--- src/rtl/add_arbiter.sv ---
// Round-robin arbiter sharing one registered adder between N_REQ requesters.
// One operation in flight: grant, issue to adder, wait for sum, return to owner.
module add_arbiter #(
  parameter int N_REQ = 4,
  parameter int WIDTH = 64
) (
  input  logic                       clk,
  input  logic                       rst_n,
  input  logic [N_REQ-1:0]           req_valid,
  output logic [N_REQ-1:0]           req_ready,
  input  logic [N_REQ*WIDTH-1:0]     req_a,
  input  logic [N_REQ*WIDTH-1:0]     req_b,
  output logic [N_REQ-1:0]           rsp_valid,
  input  logic [N_REQ-1:0]           rsp_ready,
  output logic [WIDTH-1:0]           rsp_result,
  output logic [$clog2(N_REQ)-1:0]   rsp_id,
  output logic                       add_valid,
  output logic [WIDTH-1:0]           add_a,
  output logic [WIDTH-1:0]           add_b,
  input  logic                       add_ack,
  input  logic [WIDTH-1:0]           add_result,
  input  logic                       add_res_valid,
  output logic                       add_res_ready
);

  localparam int IDW = $clog2(N_REQ);

  typedef enum logic [1:0] {
    S_IDLE,
    S_ISSUE,
    S_WAIT,
    S_RESP
  } state_e;

  state_e           state_q, state_d;
  logic [WIDTH-1:0] add_a_q, add_a_d;
  logic [WIDTH-1:0] add_b_q, add_b_d;
  logic [WIDTH-1:0] rsp_result_q, rsp_result_d;
  logic [IDW-1:0]   id_q, id_d;
  logic [IDW-1:0]   last_q, last_d;

  logic [WIDTH-1:0] a_arr [N_REQ];
  logic [WIDTH-1:0] b_arr [N_REQ];
  logic             grant_vld;
  logic [IDW-1:0]   grant_id;
  logic [IDW-1:0]   cand;

  always_comb begin
    for (int unsigned i = 0; i < N_REQ; i++) begin
      a_arr[i] = req_a[i*WIDTH +: WIDTH];
      b_arr[i] = req_b[i*WIDTH +: WIDTH];
    end
  end

  // Scan upward from the requester after the last grant, wrapping; first hit wins.
  always_comb begin
    grant_vld = 1'b0;
    grant_id  = '0;
    cand      = '0;
    for (int unsigned k = 0; k < N_REQ; k++) begin
      cand = IDW'((32'(last_q) + 32'(k) + 32'd1) % 32'(N_REQ));
      if (!grant_vld && req_valid[cand]) begin
        grant_vld = 1'b1;
        grant_id  = cand;
      end
    end
  end

  always_ff @(posedge clk or negedge rst_n) begin
    if (!rst_n) begin
      state_q      <= S_IDLE;
      add_a_q      <= '0;
      add_b_q      <= '0;
      rsp_result_q <= '0;
      id_q         <= '0;
      last_q       <= IDW'(N_REQ - 1);
    end else begin
      state_q      <= state_d;
      add_a_q      <= add_a_d;
      add_b_q      <= add_b_d;
      rsp_result_q <= rsp_result_d;
      id_q         <= id_d;
      last_q       <= last_d;
    end
  end

  always_comb begin
    state_d      = state_q;
    add_a_d      = add_a_q;
    add_b_d      = add_b_q;
    rsp_result_d = rsp_result_q;
    id_d         = id_q;
    last_d       = last_q;
    case (state_q)
      S_IDLE: begin
        if (grant_vld) begin
          add_a_d = a_arr[grant_id];
          add_b_d = b_arr[grant_id];
          id_d    = grant_id;
          last_d  = grant_id;
          state_d = S_ISSUE;
        end
      end
      S_ISSUE: if (add_ack) state_d = S_WAIT;
      S_WAIT: begin
        if (add_res_valid) begin
          rsp_result_d = add_result;
          state_d      = S_RESP;
        end
      end
      S_RESP: if (rsp_ready[id_q]) state_d = S_IDLE;
      default: state_d = S_IDLE;
    endcase
  end

  // req_ready is the only input-to-output path; masked while reset is asserted.
  always_comb begin
    req_ready     = '0;
    rsp_valid     = '0;
    add_valid     = 1'b0;
    add_res_ready = 1'b0;
    case (state_q)
      S_IDLE:  if (grant_vld && rst_n) req_ready[grant_id] = 1'b1;
      S_ISSUE: begin
        add_valid     = 1'b1;
        add_res_ready = 1'b1;
      end
      S_RESP:  rsp_valid[id_q] = 1'b1;
      default: ;
    endcase
  end

  assign add_a      = add_a_q;
  assign add_b      = add_b_q;
  assign rsp_result = rsp_result_q;
  assign rsp_id     = id_q;

endmodule

--- config.mk ---
export PLATFORM = sky130hd
export DESIGN_NAME = add_arbiter
export DESIGN_NICKNAME = d
export VERILOG_FILES = /design/src/rtl/add_arbiter.sv
export SDC_FILE = /design/constraint.sdc
export NUM_CORES = 1
export LEC_CHECK = 0
export CELL_PAD_IN_SITES_DETAIL_PLACEMENT = 1
export CELL_PAD_IN_SITES_GLOBAL_PLACEMENT = 1
export CORE_AREA = 4 4 309 311
export CTS_BUF_LIST = sky130_fd_sc_hd__clkbuf_8
export CTS_CLUSTER_DIAMETER = 120
export DETAILED_ROUTE_END_ITERATION = 16
export DIE_AREA = 0 0 313 315
export PLACE_DENSITY = 0.45
export SYNTH_ARGS = -nofsm -noshare
export SYNTH_HDL_FRONTEND = slang
export SYNTH_SLANG_ARGS = --single-unit
--- constraint.sdc ---
create_clock -name clk -period 3.2 [get_ports clk]
set_clock_uncertainty 0.05 [all_clocks]
set_input_delay 0.48 -clock clk [delete_from_list [all_inputs] [get_ports clk]]
set_output_delay 0.48 -clock clk [all_outputs]
set_load 0.01 [all_outputs]
After elaboration in Yosys (flattened, before gate mapping) --
Index checks and enable logic that the tools add are counted.
Storage, ports and cells: register bits 198, bits of input ports 588, output and inout port bits 204
Operators by class: $add $sub $neg 6, order comparisons 9, equality and inequality tests 7, mux-type cells 37, bitwise logic cells 1, reduce and logical (&&, ||, !) cells 13
Operator list (count):
- 64-bit binary-select mux with 2-bit select | 2
- 64-bit two-way mux | 4
- 2-bit by 3-bit < comparator with 1-bit output, second input constant | 6
- 2-bit two-way mux | 8
- 1-bit two-way mux | 12
- 4-bit two-way mux | 3
- 1-bit binary-select mux with 2-bit select | 5
- 2-bit by 1-bit adder with 2-bit output, second input constant | 4
- 2-bit inequality test, second input constant | 4
- 2-bit case mux with 4 select lines | 1
- 1-bit logical AND | 6
- 2-bit adder, second input constant | 2
- 1-bit demux with 2-bit select | 2
- 2-bit == test, second input constant | 2
- 2-bit by 1-bit greater-or-equal comparator with 1-bit output, second input constant | 2
- 2-bit AND reduction | 2
- 4-bit AND reduction | 1
- 3-bit greater-or-equal comparator, second input constant | 1
- 1-bit zero test | 3
- 2-bit NOT with 3-bit output | 1
- 2-bit by 1-bit == test with 1-bit output, second input constant | 1
- 2-bit zero test | 1

Depth between registers and ports, before layout --
depth after elaboration 19, gate-level depth with buffers 9

Least setup slack after synthesis --
OpenSTA, ideal clock, no wires.
kind input-to-output, start point input port req_valid[0], end point output port req_ready[1], arrival 1715 ps, slack 955 ps, stages 5, path buffers 2, cells stage by stage buf_2 or3_1 o221ai_2 clkbuf_1 and4_1
On the way: cells in the longest elaborated chain, start to end 18, elaborated cells on any way between the ends 30
RTL lines:
- start: declaration | RTL line 9 | input logic [N_REQ-1:0] req_valid,
- 1-bit binary-select mux with 2-bit select | RTL line 62 | if (!grant_vld && req_valid[cand]) begin
- 1-bit two-way mux (implied by the code) | RTL line 62
- 1-bit two-way mux | RTL line 62
- 1-bit zero test | RTL line 62
- 1-bit logical AND | RTL line 62
- 1-bit two-way mux | RTL line 62
- 1-bit zero test | RTL line 62
- 1-bit logical AND | RTL line 62
- [... 2 more ...]
- 1-bit logical AND | RTL line 62
- 2-bit two-way mux | RTL line 62
- 2-bit by 3-bit < comparator with 1-bit output (implied by the code) / 2-bit by 1-bit greater-or-equal comparator with 1-bit output (equally long branches) | RTL line 123 | S_IDLE: if (grant_vld && rst_n) req_ready[grant_id] = 1'b1;
- 1-bit logical AND (implied by the code) | RTL line 123
- 1-bit two-way mux (implied by the code) | RTL line 123
- 1-bit demux with 2-bit select | RTL line 123
- 4-bit two-way mux * | RTL line 123
- 4-bit two-way mux * | RTL line 122 | case (state_q)
- end: declaration | RTL line 10 | output logic [N_REQ-1:0] req_ready,
Mark *: on every way between the ends. The rest lies on a longest branch, timed or not. The select of a mux whose other input is x is not followed.

Worst setup path in the final report --
start point register last_q[0], end point output port req_ready[0]
On the way: cells in the longest elaborated chain, start to end 19, elaborated cells on any way between the ends 36
RTL lines:
- start: declaration | RTL line 40 | logic [IDW-1:0] last_q, last_d;
- start signal: assignment | RTL line 76 | last_q <= IDW'(N_REQ - 1);
- start signal: assignment | RTL line 83 | last_q <= last_d;
- branches (longest 17 deep; another with 2-bit by 1-bit adder with 2-bit output)
- 4-bit two-way mux * | RTL line 123
- 4-bit two-way mux * | RTL line 122
Every way passes the cells marked *. The select of a mux whose other input is x is not followed.

==> impl_metrics.env <==
export IMPL_drc=0
export IMPL_cts_num_sinks=198
export IMPL_grt_max_degree=122
export IMPL_finalPower_mw=17.4
export IMPL_wl_per_cell_um=21.5
export IMPL_startpoint_type="flop"
export IMPL_status="complete, no violations"
export IMPL_antenna_found_initial=13
export IMPL_path_cells="buf_4, nand2_1, o211ai_4, and3_1, clkdlybuf4s50_1"
export IMPL_pre_cts_slack_ns=0.204
export IMPL_r2r_cells=9
export IMPL_slew_viol_final=0
export IMPL_netlist_top_cell_by_area="dfrtp_1"
export IMPL_setup_tns_ns=0
export IMPL_p_per_area_mw_per_mm2=796
export IMPL_yosysTopAreaCellShare=0.411
export IMPL_hold_class="in -> async"
export IMPL_worst_r2r_endpoint="add_a[37]"
export IMPL_synth_edff_count=0
export IMPL_maxSlewHeadroom=0.233
export IMPL_crit_arrival_ns=2.45
export IMPL_synthesis_nets=1850
export IMPL_crit_family="buffers and inverters"
export IMPL_final_layout_size_suffix_gt1_frac=0.0878
export IMPL_ys_flop_type="dfrtp_1"
export IMPL_cts_max_path_buffers=2
export IMPL_dp_cells=3254
export IMPL_h_tree_depth=4
export IMPL_place_hpwl_mm=55.2
export IMPL_io_buffers=791
export IMPL_synth_seq_area_share=0.416
export IMPL_ys_async_sr_fraction=1.00
export IMPL_insertion_delay_ns=0.61
export IMPL_rsz0062_at_grt="no"
export IMPL_fin_crit_sh=0.930
export IMPL_final_hold_viol_count=0
export IMPL_vias=13000
export IMPL_synthCells=1258
export IMPL_initial_utilization=0.129
export IMPL_routed_wl_mm=71.0
export IMPL_worstReg2RegStart="last_q[1]"
export IMPL_fin_area_mm2=0.0219
export IMPL_placed_area_mm2=0.0214
export IMPL_slowest_delay_ns=0.56
export IMPL_core_mm2=0.0928
export IMPL_pin_count=792
export IMPL_synth_area_per_cell_um2=9.48
export IMPL_period_minus_slack_ns=2.98
export IMPL_rrSetupSlack_ns=0.72
export IMPL_die_y_um=315
export IMPL_synthesis_area_mm2=0.0119
export IMPL_required_ns=2.67
export IMPL_ir_worst_vdd_uv=444
export IMPL_ys_ff_latch=198
export IMPL_p_leak_nw=8.56
export IMPL_die_w_um=313
export IMPL_num_rows=112
export IMPL_utilization=0.236
export IMPL_clk_pin_slew_ns=0.14
export IMPL_dieArea_mm2=0.0986
export IMPL_synth_cell_types=46
export IMPL_grt_pass1_vias=14600
export IMPL_crit_path_max_fanout=8
export IMPL_grt_ovfl_total=0
export IMPL_nNetsFinal=2619
export IMPL_hold_slack_ns=0.223
export IMPL_grt_pass1_wl_mm=102
export IMPL_crit_buf_inv=2
export IMPL_yosysWarningCount=0
export IMPL_tightest_slew_ns=1.15
export IMPL_layout_cells_non_filler=3300
export IMPL_cts_root_buf="clkbuf_8"
export IMPL_fmax_mhz=336
export IMPL_grt_usage=0.140
export IMPL_synthTopCellsByArea="dfrtp_1, mux2i_1, o2bb2ai_1"
export IMPL_critPathKind="reg -> out"
export IMPL_drt_iter0_drc=558
export IMPL_gp_congestion=0.863
export IMPL_synthToLayoutAreaGrowth_pct=83.5
export IMPL_viasPerCell=3.95
export IMPL_ant_nets=0
export IMPL_setup_viol=0
export IMPL_cts_tree="done"
export IMPL_cap_violations=0
export IMPL_cp_slowest_cell="clkdlybuf4s50_1"
export IMPL_fin_ws_ns=0.225
export IMPL_end_kind="primary output"
export IMPL_numCtsBuffers=17
export IMPL_dr_pass1_iters=4
==> cells by family after synthesis <==
group           Yosys count  synth area share
buf+inv                 118            0.0572
mux                     193             0.170
simple gates            425             0.167
compound gates          319             0.186
flops                   198             0.416
xor+xnor                  1          0.000734
fa+ha+maj                 4           0.00420
==> power breakdown <==
group	internal [mW]	total [mW]	switching (mW)	leakage, nW
Clock	0.571	1.78	1.21	0.183
Sequential	3.73	4.46	0.727	2.19
Combinational	5.59	11.2	5.59	6.18
==> Yosys cell counts, types with 2 or more instances <==
cell type	instances
dfrtp_1	196
nand2_1	186
mux2i_1	128
a21oi_1	92
nand3_1	89
o2bb2ai_1	89
nand2b_1	88
mux2_2	64
clkbuf_1	53
o21ai_0	45
nor2_1	44
a221oi_1	39
o22ai_1	39
buf_2	26
buf_6	24
inv_1	8
buf_4	7
and3_1	5
ha_1	4
or2b_1	4
dfstp_2	2
or3_1	2
==> registers in the layout (all words and copies together) (netlist names) <==
register,cells
state_q,2
add_a,64
rsp_result,64
add_b,64
rsp_id,2
last_q,2
==> per-layer routing <==
metal  vias up  wire length (µm)  track usage  part of all wire
li1       6091                 -            -                 -
met1      6426             26300        0.147              0.37
met2       458             38000        0.262              0.54
met3        46              5520       0.0500             0.078
met4         6              1070       0.0382             0.015
met5         -                34            0           0.00048
==> worst max-delay path by stage <==
stage / start / endpoint / slack [ns] / cells past startpoint
after floorplan: req_valid[0] / req_ready[1] / 0.95 / 5
after global placement: req_valid[3] / req_ready[2] / 0.19 / 6
after detailed placement: req_valid[2] / req_ready[1] / 0.20 / 5
after CTS: last_q[1] / req_ready[1] / 0.003 / 5
after global routing: last_q[0] / req_ready[0] / 0.06 / 5
final: last_q[0] / req_ready[0] / 0.22 / 5
==> placed cells by master (no fill, tap or decap), drive strengths merged, types with 3 or more instances in the layout <==
master	n
mux2i	128
or2b	4
buf	70
clkinv	5
nand2	186
nand2b	88
o2bb2ai	89
nor2	44
a21oi	92
ha	4
o21ai	47
inv	14
dfrtp	196
mux2	64
or3	3
clkbuf	17
a221oi	40
and3	5
diode	8
clkdlybuf4s50	786
o22ai	39
nand3	89
==> timing repair <==
| action | CTS | global route |
|---|---|---|
| setup endpoints to repair | 4 | 1 |
| endpoints found under the hold margin | 75 | 0 |
| gates resized for setup | 5 | 1 |
| hold buffers | 1 | 0 |
| setup buffers | 6 | 1 |
==> cell type report <==
| class | instances | area (µm²) |
|---|---|---|
| clock buffers | 17 | 234 |
| flip-flops and latches | 198 | 4960 |
| well taps | 1254 | 1570 |
| diodes | 8 | 20.0 |
| inverters | 8 | 30.0 |
| clock inverters | 13 | 141 |
| repair buffers | 860 | 8590 |
| multi-input cells | 942 | 6340 |
| fillers | 10700 | 70900 |
(Power assumes the default switching activity.)
